### src/rtl/iq_requantize.sv
// iq_requantize: round-half-up IQ requantizer, 2-stage AXI-Stream pipeline with clip counter.
// Define IQ_REQUANT_SAT_EN to saturate out-of-range results instead of wrapping.
module iq_requantize #(
  parameter int I_WIDTH   = 48,
  parameter int O_WIDTH   = 16,
  parameter int MAX_SHIFT = 15
) (
  input  logic                   clk,
  input  logic                   rst,
  input  logic [I_WIDTH-1:0]     IQ_tdata,
  input  logic                   IQ_tvalid,
  output logic                   IQ_tready,
  input  logic                   IQ_tlast,
  input  logic [4:0]             shift,
  output logic [2*O_WIDTH-1:0]   out_tdata,
  output logic                   out_tvalid,
  input  logic                   out_tready,
  output logic                   out_tlast,
  output logic [1:0]             out_tuser,
  output logic [15:0]            ovf_cnt,
  input  logic                   ovf_clr
);
  localparam int W = I_WIDTH / 2;
  localparam logic [W:0] ONE = 1;
  localparam logic signed [W:0] HI = {{(W-O_WIDTH+2){1'b0}}, {(O_WIDTH-1){1'b1}}};
  localparam logic signed [W:0] LO = {{(W-O_WIDTH+2){1'b1}}, {(O_WIDTH-1){1'b0}}};
  // One extra bit of headroom keeps x + 2^(s-1) from overflowing since s < W.
  function automatic logic signed [W:0] rnd(input logic [W-1:0] x, input logic [4:0] s);
    logic signed [W:0] b;
    b = (s == 5'd0) ? '0 : ONE << (s - 5'd1);
    return ($signed({x[W-1], x}) + b) >>> s;
  endfunction
  function automatic logic [O_WIDTH:0] fit(input logic signed [W:0] r);
    logic c;
    logic [O_WIDTH-1:0] o;
    c = (r > HI) || (r < LO);
`ifdef IQ_REQUANT_SAT_EN
    o = (r > HI) ? HI[O_WIDTH-1:0] : (r < LO) ? LO[O_WIDTH-1:0] : r[O_WIDTH-1:0];
`else
    o = r[O_WIDTH-1:0];
`endif
    return {c, o};
  endfunction
  logic                   en;
  logic [4:0]             s;
  logic [O_WIDTH:0]       fi, fq;
  logic                   v1_q, v1_d, l1_q, l1_d;
  logic signed [W:0]      ri1_q, ri1_d, rq1_q, rq1_d;
  logic                   vo_q, vo_d, tl_q, tl_d;
  logic [2*O_WIDTH-1:0]   dat_q, dat_d;
  logic [1:0]             usr_q, usr_d;
  logic [15:0]            cnt_q, cnt_d;
  assign en        = !vo_q || out_tready;
  assign IQ_tready = en;
  assign s         = (shift > 5'(MAX_SHIFT)) ? 5'(MAX_SHIFT) : shift;
  assign fi        = fit(ri1_q);
  assign fq        = fit(rq1_q);
  always_comb begin
    v1_d  = en ? IQ_tvalid : v1_q;
    l1_d  = en ? IQ_tlast : l1_q;
    ri1_d = en ? rnd(IQ_tdata[I_WIDTH-1:W], s) : ri1_q;
    rq1_d = en ? rnd(IQ_tdata[W-1:0], s) : rq1_q;
    vo_d  = en ? v1_q : vo_q;
    tl_d  = en ? l1_q : tl_q;
    dat_d = en ? {fi[O_WIDTH-1:0], fq[O_WIDTH-1:0]} : dat_q;
    usr_d = en ? {fi[O_WIDTH], fq[O_WIDTH]} : usr_q;
    cnt_d = ovf_clr ? '0 :
            (en && v1_q && (fi[O_WIDTH] || fq[O_WIDTH]) && cnt_q != 16'hFFFF) ? cnt_q + 16'd1 : cnt_q;
  end
  always_ff @(posedge clk) begin
    if (rst) begin
      v1_q  <= 1'b0;
      l1_q  <= 1'b0;
      ri1_q <= '0;
      rq1_q <= '0;
      vo_q  <= 1'b0;
      tl_q  <= 1'b0;
      dat_q <= '0;
      usr_q <= '0;
      cnt_q <= '0;
    end else begin
      v1_q  <= v1_d;
      l1_q  <= l1_d;
      ri1_q <= ri1_d;
      rq1_q <= rq1_d;
      vo_q  <= vo_d;
      tl_q  <= tl_d;
      dat_q <= dat_d;
      usr_q <= usr_d;
      cnt_q <= cnt_d;
    end
  end
  assign out_tdata  = dat_q;
  assign out_tvalid = vo_q;
  assign out_tlast  = tl_q;
  assign out_tuser  = usr_q;
  assign ovf_cnt    = cnt_q;
endmodule

### config.mk
export PLATFORM = sky130hd
export DESIGN_NAME = iq_requantize
export DESIGN_NICKNAME = d
export VERILOG_FILES = /design/src/rtl/iq_requantize.sv
export SDC_FILE = /design/constraint.sdc
export NUM_CORES = 1
export LEC_CHECK = 0
export CORE_MARGIN = 2
export CORE_UTILIZATION = 55
export CTS_CLUSTER_DIAMETER = 40
export DETAILED_ROUTE_END_ITERATION = 10
export PLACE_DENSITY = 0.89
export SYNTH_ARGS = -nofsm -noshare
export SYNTH_HDL_FRONTEND = slang
export SYNTH_SLANG_ARGS = --single-unit
### constraint.sdc
create_clock -name clk -period 7.2 [get_ports clk]
set_clock_uncertainty 0.1 [all_clocks]
set_input_delay 2.16 -clock clk [delete_from_list [all_inputs] [get_ports clk]]
set_output_delay 2.16 -clock clk [all_outputs]
set_load 0.02 [all_outputs]
==> impl_metrics.json, run 1 <==
{
  "max_freq_mhz": 155.0,
  "hold_slack_ns": 0.3484,
  "startpoint_type": "input pin",
  "critPathMaxFanout": 38,
  "slew_headroom_pct": 31.37,
  "r2r_cells": 9,
  "layout_common_cells": "nand2_1 (204), nor2_1 (132), a21oi_1 (116), clkdlybuf4s50_1 (109), dfxtp_1 (104)",
  "drt-initial-drc-count": 1775,
  "clockBufferDepth": 2,
  "postRouteAntennaNets": 0,
  "worstSetupPathType": "in2reg",
  "cts_tree": "yes",
  "cp_num_buf_inv": 2,
  "setup_ws_ns": 0.7498,
  "setup_tns_ns": 0,
  "wl_mm": 35.27,
  "dp_slack_ns": 0.5084,
  "die_w_um": 143.9,
  "grt_usage_pct": 33.13,
  "slowest_delay_ns": 0.54,
  "p_per_area_nw_per_um2": 156.8,
  "synth_top_area_share_pct": 19.33,
  "ys_seq_elements": 104,
  "cts_sinks": 104,
  "required_ns": 7.35,
  "syn_to_final_growth_pct": 14.87,
  "fp-row-count": 51,
  "grt.overflow.total": 0,
  "period_share_pct": 89.59,
  "ys.warnings.count": 0,
  "vias": 12389,
  "cts_resized": 0,
  "ys_seq_area_share_pct": 19.33,
  "seq_area_um2": 2082,
  "routabilityCongestion": 1.020,
  "hp-class": "reg2reg",
  "max_cap_violations": 0,
  "die_area_um2": 20720,
  "worstPathCellList": "clkdlybuf4s50_1, buf_4, or3b_1, nor2_1, ha_1, and2_1, a31o_2, or3_1, a41oi_1, o221ai_1, nor3_1, o22ai_1, a211oi_2, a21oi_1, a311oi_1",
  "crit_cells": 15,
  "diodes": 0,
  "grt_max_degree": 91,
  "status": "complete, no violations",
  "wl_per_cell_um": 19.41,
  "p_total_mw": 1.940,
  "ys_types": 108,
  "clk_pin_slew_ns": 0.07,
  "maxSlewViolCount": 0,
  "vdd_drop_max_uv": 117.2,
  "yosysTopAreaCell": "dfxtp_1",
  "rsz0062_at_grt": "no",
  "cp.arrival_ns": 6.60,
  "ys.flop_type": "dfxtp_1",
  "drt-pass1-iter-count": 8,
  "dpl.hpwl_mm": 26.02,
  "htree_levels": 3,
  "cp_top_family": "compound AO/OA/AOI/OAI gates",
  "hold_viol": 0,
  "place.port_buffers": 111,
  "ys_top_cells_by_area": "dfxtp_1 (19%), nand2_1 (7.1%), a21oi_1 (5.4%), nor2_1 (4.7%), xnor2_1 (3.7%)",
  "drc": 0,
  "drive_above_1_share_pct": 7.925,
  "async_reset_ff_share_pct": 0,
  "fill_cells": 1712,
  "hold_buffers": 0,
  "min_period_ns": 6.450,
  "grt_pass1_wl_mm": 55.83,
  "synthCells": 1496,
  "fp.coreArea_um2": 19330,
  "die_h_um": 143.9,
  "syn_area_um2": 10770,
  "grt_pass1_vias": 11028,
  "setup-violations-final": 0,
  "cts_inserted_buffers": 9,
  "fin_nets": 1629,
  "layout_commonest_cell": "nand2_1",
  "worst_pin_slew_ns": 1.029,
  "initial_core_util_pct": 55.71,
  "clockRootBuffer": "clkbuf_16",
  "clkLatencyLatePin_ns": 0.35,
  "cp_slowest_cell": "a41oi_1",
  "synth-edff-count": 0,
  "io_pins": 112,
  "multi_input_area_um2": 8199,
  "post_cts_buffers": 0,
  "hold_depth": 2,
  "via_per_inst": 6.818,
  "syn_area_per_cell_um2": 7.200,
  "total_leakage_power_nw": 4.550,
  "antenna_found_initial": 0,
  "crit_path_end_kind": "flop"
}
## Yosys cell counts (14+ instances only)
| library cell | count |
|---|---|
| xnor2_1 | 46 |
| nor2_1 | 135 |
| clkbuf_1 | 89 |
| and2_1 | 22 |
| dfxtp_1 | 104 |
| mux2i_1 | 25 |
| nand4_1 | 14 |
| xor2_1 | 22 |
| o21ai_0 | 68 |
| nand3_1 | 41 |
| buf_2 | 24 |
| a22oi_1 | 16 |
| nand2_1 | 204 |
| or3_1 | 18 |
| nor3_1 | 40 |
| ha_1 | 23 |
| a31oi_1 | 20 |
| a211oi_1 | 38 |
| a21o_1 | 16 |
| o211ai_1 | 27 |
| o22ai_1 | 14 |
| and3_1 | 24 |
| a21oi_1 | 116 |
## through the flow
step	utilization (%)	instance area, µm²	cells
after floorplan	-	10830	1511
after global placement	62.29	12040	1801
after detailed placement	62.29	12040	1801
after CTS	63.99	12370	1817
after global routing	63.99	12370	1817
final	63.99	12370	1817
## kinds of logic after synthesis
group | Yosys count | share of synthesized area [%]
AOI/OAI and AO/OA | 501 | 33.04
xor gates and xnor gates | 69 | 5.738
adders and majority gates | 25 | 2.858
buffers and inverters | 135 | 5.262
DFF | 104 | 19.33
muxes | 36 | 3.996
other | 1 | 0.03481
and+or+nand+nor | 625 | 29.75
## registers in the layout, indices dropped and copies added (netlist names)
name and flops:
out_tvalid 1, rq1_q 25, out_tuser 2, v1_q 1, ovf_cnt 16, ri1_q 25
out_tlast 1, l1_q 1, out_tdata 32
## per-layer routing
| layer | global-route usage, % | wire length [µm] |
|---|---|---|
| met5 | 0 | 0 |
| met4 | 16.05 | 1602 |
| met3 | 5.998 | 4434 |
| met2 | 50.18 | 15200 |
| met1 | 45.32 | 14030 |
## where the power goes
group          total [mW]  switching [mW]  internal (mW)  leakage [nW]
Clock               0.536           0.218          0.318         0.161
Combinational       0.737           0.448          0.288          3.53
Sequential          0.667          0.0374          0.630         0.858
## final timing paths
kind / start / endpoint / slack (ns)
worst max register to register: out_tvalid$_SDFFE_PP0N_ / ovf_cnt[13]$_SDFFE_PP0P_ / 4.09
worst min register to register: out_tdata[0]$_SDFFE_PP0N_ / out_tdata[0]$_SDFFE_PP0N_ / 0.35
worst max-delay path: shift[4] / rq1_q[14]$_SDFFE_PP0N_ / 0.75
worst min-delay path: out_tdata[0]$_SDFFE_PP0N_ / out_tdata[0]$_SDFFE_PP0N_ / 0.35
## area by class of cell
type	instances	area share (%)
Multi-Input combinational cell	1272	66.27
Sequential cell	104	16.83
Timing Repair Buffer	150	11.27
Tap cell	265	2.680
Clock buffer	11	1.962
Clock inverter	5	0.6977
Inverter	10	0.3034
## worst min-delay path, delay by kind of cell, from the launching register on
family / cells / cell delay [ns]
compound gates: 1 / 0.05
flops: 1 / 0.31
simple gates: 1 / 0.05
Note: power is estimated with default switching activity, not from simulation.
==> run 2, diff against run 1 <==
--- a/config.mk
+++ b/config.mk
@@ -5,7 +5,7 @@
 export SDC_FILE = /design/constraint.sdc
 export NUM_CORES = 1
 export LEC_CHECK = 0
-export CORE_MARGIN = 2
+export CORE_MARGIN = 1.5
 export CORE_UTILIZATION = 55
 export CTS_CLUSTER_DIAMETER = 40
 export DETAILED_ROUTE_END_ITERATION = 10
==> run 2 against run 1 <==
  * Sequential power barely moved
  * Register-to-register slack improved by 0.03 ns
  * Sequential share of layout area is 0.080 points higher
  * Sequential cell count is the same
  * Global-route usage is 1.3 points higher
  * Hold slack hardly changed
  * Critical endpoint is now rq1_q[11]$_SDFFE_PP0N_
  * Largest power group unchanged
==> impl_metrics.json, run 2 (synthesized netlist as in run 1, its figures left out) <==
{
  "vdd_drop_max_uv": 94.22,
  "rsz0062_at_grt": "no",
  "grt.overflow.total": 0,
  "cts_resized": 0,
  "startpoint_type": "input pin",
  "slew_headroom_pct": 30.70,
  "cts_inserted_buffers": 9,
  "io_pins": 112,
  "maxSlewViolCount": 0,
  "min_period_ns": 6.644,
  "crit_path_end_kind": "flop",
  "cts_sinks": 104,
  "hp-class": "reg2reg",
  "setup-violations-final": 0,
  "worst_pin_slew_ns": 1.036,
  "required_ns": 7.28,
  "largest_reg_flops": 32,
  "p_per_area_nw_per_um2": 150.8,
  "max_freq_mhz": 150.5,
  "layout_commonest_cell": "nand2_1",
  "status": "complete, no violations",
  "clockRootBuffer": "clkbuf_16",
  "drt-initial-drc-count": 1795,
  "wl_mm": 36.08,
  "critPathMaxFanout": 14,
  "grt_max_degree": 91,
  "grt_pass1_wl_mm": 56.74,
  "dp.cells": 1801,
  "htree_levels": 3,
  "drc": 0,
  "cts_tree": "yes",
  "grt_usage_pct": 34.47,
  "drive_above_1_share_pct": 7.866,
  "place.port_buffers": 111,
  "clkLatencyLatePin_ns": 0.34,
  "post_cts_buffers": 0,
  "setup_tns_ns": 0,
  "hold_viol": 0,
  "vias": 12440,
  "die_w_um": 142.9,
  "via_per_inst": 6.850,
  "drt-pass1-iter-count": 8,
  "fin_nets": 1629,
  "grt_pass1_vias": 10864,
  "fp.coreArea_um2": 19330,
  "postRouteAntennaNets": 0,
  "max_cap_violations": 0,
  "worstSetupPathType": "in2reg",
  "antenna_found_initial": 0,
  "cp.arrival_ns": 6.72,
  "syn_to_final_growth_pct": 14.32,
  "initial_core_util_pct": 55.71,
  "stdcell_count": 1816,
  "die_area_um2": 20430,
  "hold_buffers": 0,
  "period_share_pct": 92.28,
  "fp-row-count": 51,
  "die_h_um": 142.9,
  "clockBufferDepth": 2,
  "routabilityCongestion": 1.008,
  "dpl.hpwl_mm": 26.91,
  "clk_pin_slew_ns": 0.06,
  "diodes": 0,
  "wl_per_cell_um": 19.87,
  "layout_common_cells": "nand2_1 (204), nor2_1 (132), a21oi_1 (116), clkdlybuf4s50_1 (109), dfxtp_1 (104)",
  "total_leakage_power_nw": 4.514
}
run 2: changes by cell type in the layout (fill, tap and decap cells not counted):
cell        delta
bufinv_16      -2
clkinvlp_4     +2
clkbuf_8       -1
clkinv_4       +1
inv_6          -1
run 2: where the power goes:
part,switching [mW],internal (mW)
combinational,0.450,0.289
clock,0.214,0.236
sequential,0.0387,0.630
total,0.703,1.15
run 2: cell type report:
type | instances | area, µm²
inverters | 10 | 37.54
clock inverters | 5 | 41.29
fillers | 1779 | 7020
repair buffers | 150 | 1394
well taps | 265 | 331.6
multi-input cells | 1272 | 8199
clock buffers | 10 | 229.0
flip-flops and latches | 104 | 2082
run 2: critical path, stage by stage:
cell,delay [ns]
clkdlybuf4s50_1,0.69
or3b_1,0.63
nor2_1,0.25
ha_1,0.37
or2_2,0.36
maj3_1,0.46
a21oi_1,0.23
o31ai_1,0.11
xor2_1,0.22
a221oi_1,0.66
nand3_1,0.20
a41oi_1,0.26
o22ai_1,0.11
run 2: stage by stage:
step           total power [mW]  hold slack (ns)  instance area (µm²)  setup slack [ns]  utilization, %
5_1_grt                   1.942           0.3727                12310            0.3212           63.69
2_1_floorplan             1.166           0.3249                10830             1.110               -
3_5_place_dp              1.387           0.3451                12040            0.3506           62.29
4_1_cts                   1.834           0.3535                12310            0.7187           63.69
3_3_place_gp              1.375           0.3379                12040            0.4464           62.29
6_report                  1.857           0.3484                12310            0.5558           63.69
run 2: worst paths after layout:
kind | start | to | slack, ns | cells past startpoint
worst min register to register | out_tdata[3]$_SDFFE_PP0N_ | out_tdata[3]$_SDFFE_PP0N_ | 0.35 | 2
worst max-delay path | shift[2] | rq1_q[11]$_SDFFE_PP0N_ | 0.56 | 13
worst min-delay path | out_tdata[3]$_SDFFE_PP0N_ | out_tdata[3]$_SDFFE_PP0N_ | 0.35 | 2
worst max register to register | out_tvalid$_SDFFE_PP0N_ | ovf_cnt[13]$_SDFFE_PP0P_ | 4.12 | 9
run 2: metal layers:
metal  vias to the layer above  routed length, µm  GRT usage, %  part of all wire [%]
met1                      5725              14920         48.66                    41
met3                       152               4050         4.661                    11
met4                         0               1648         15.41                   4.6
met5                         -                  0             0                     0
met2                       846              15460         52.00                    43
li1                       5717                  -             -                     -
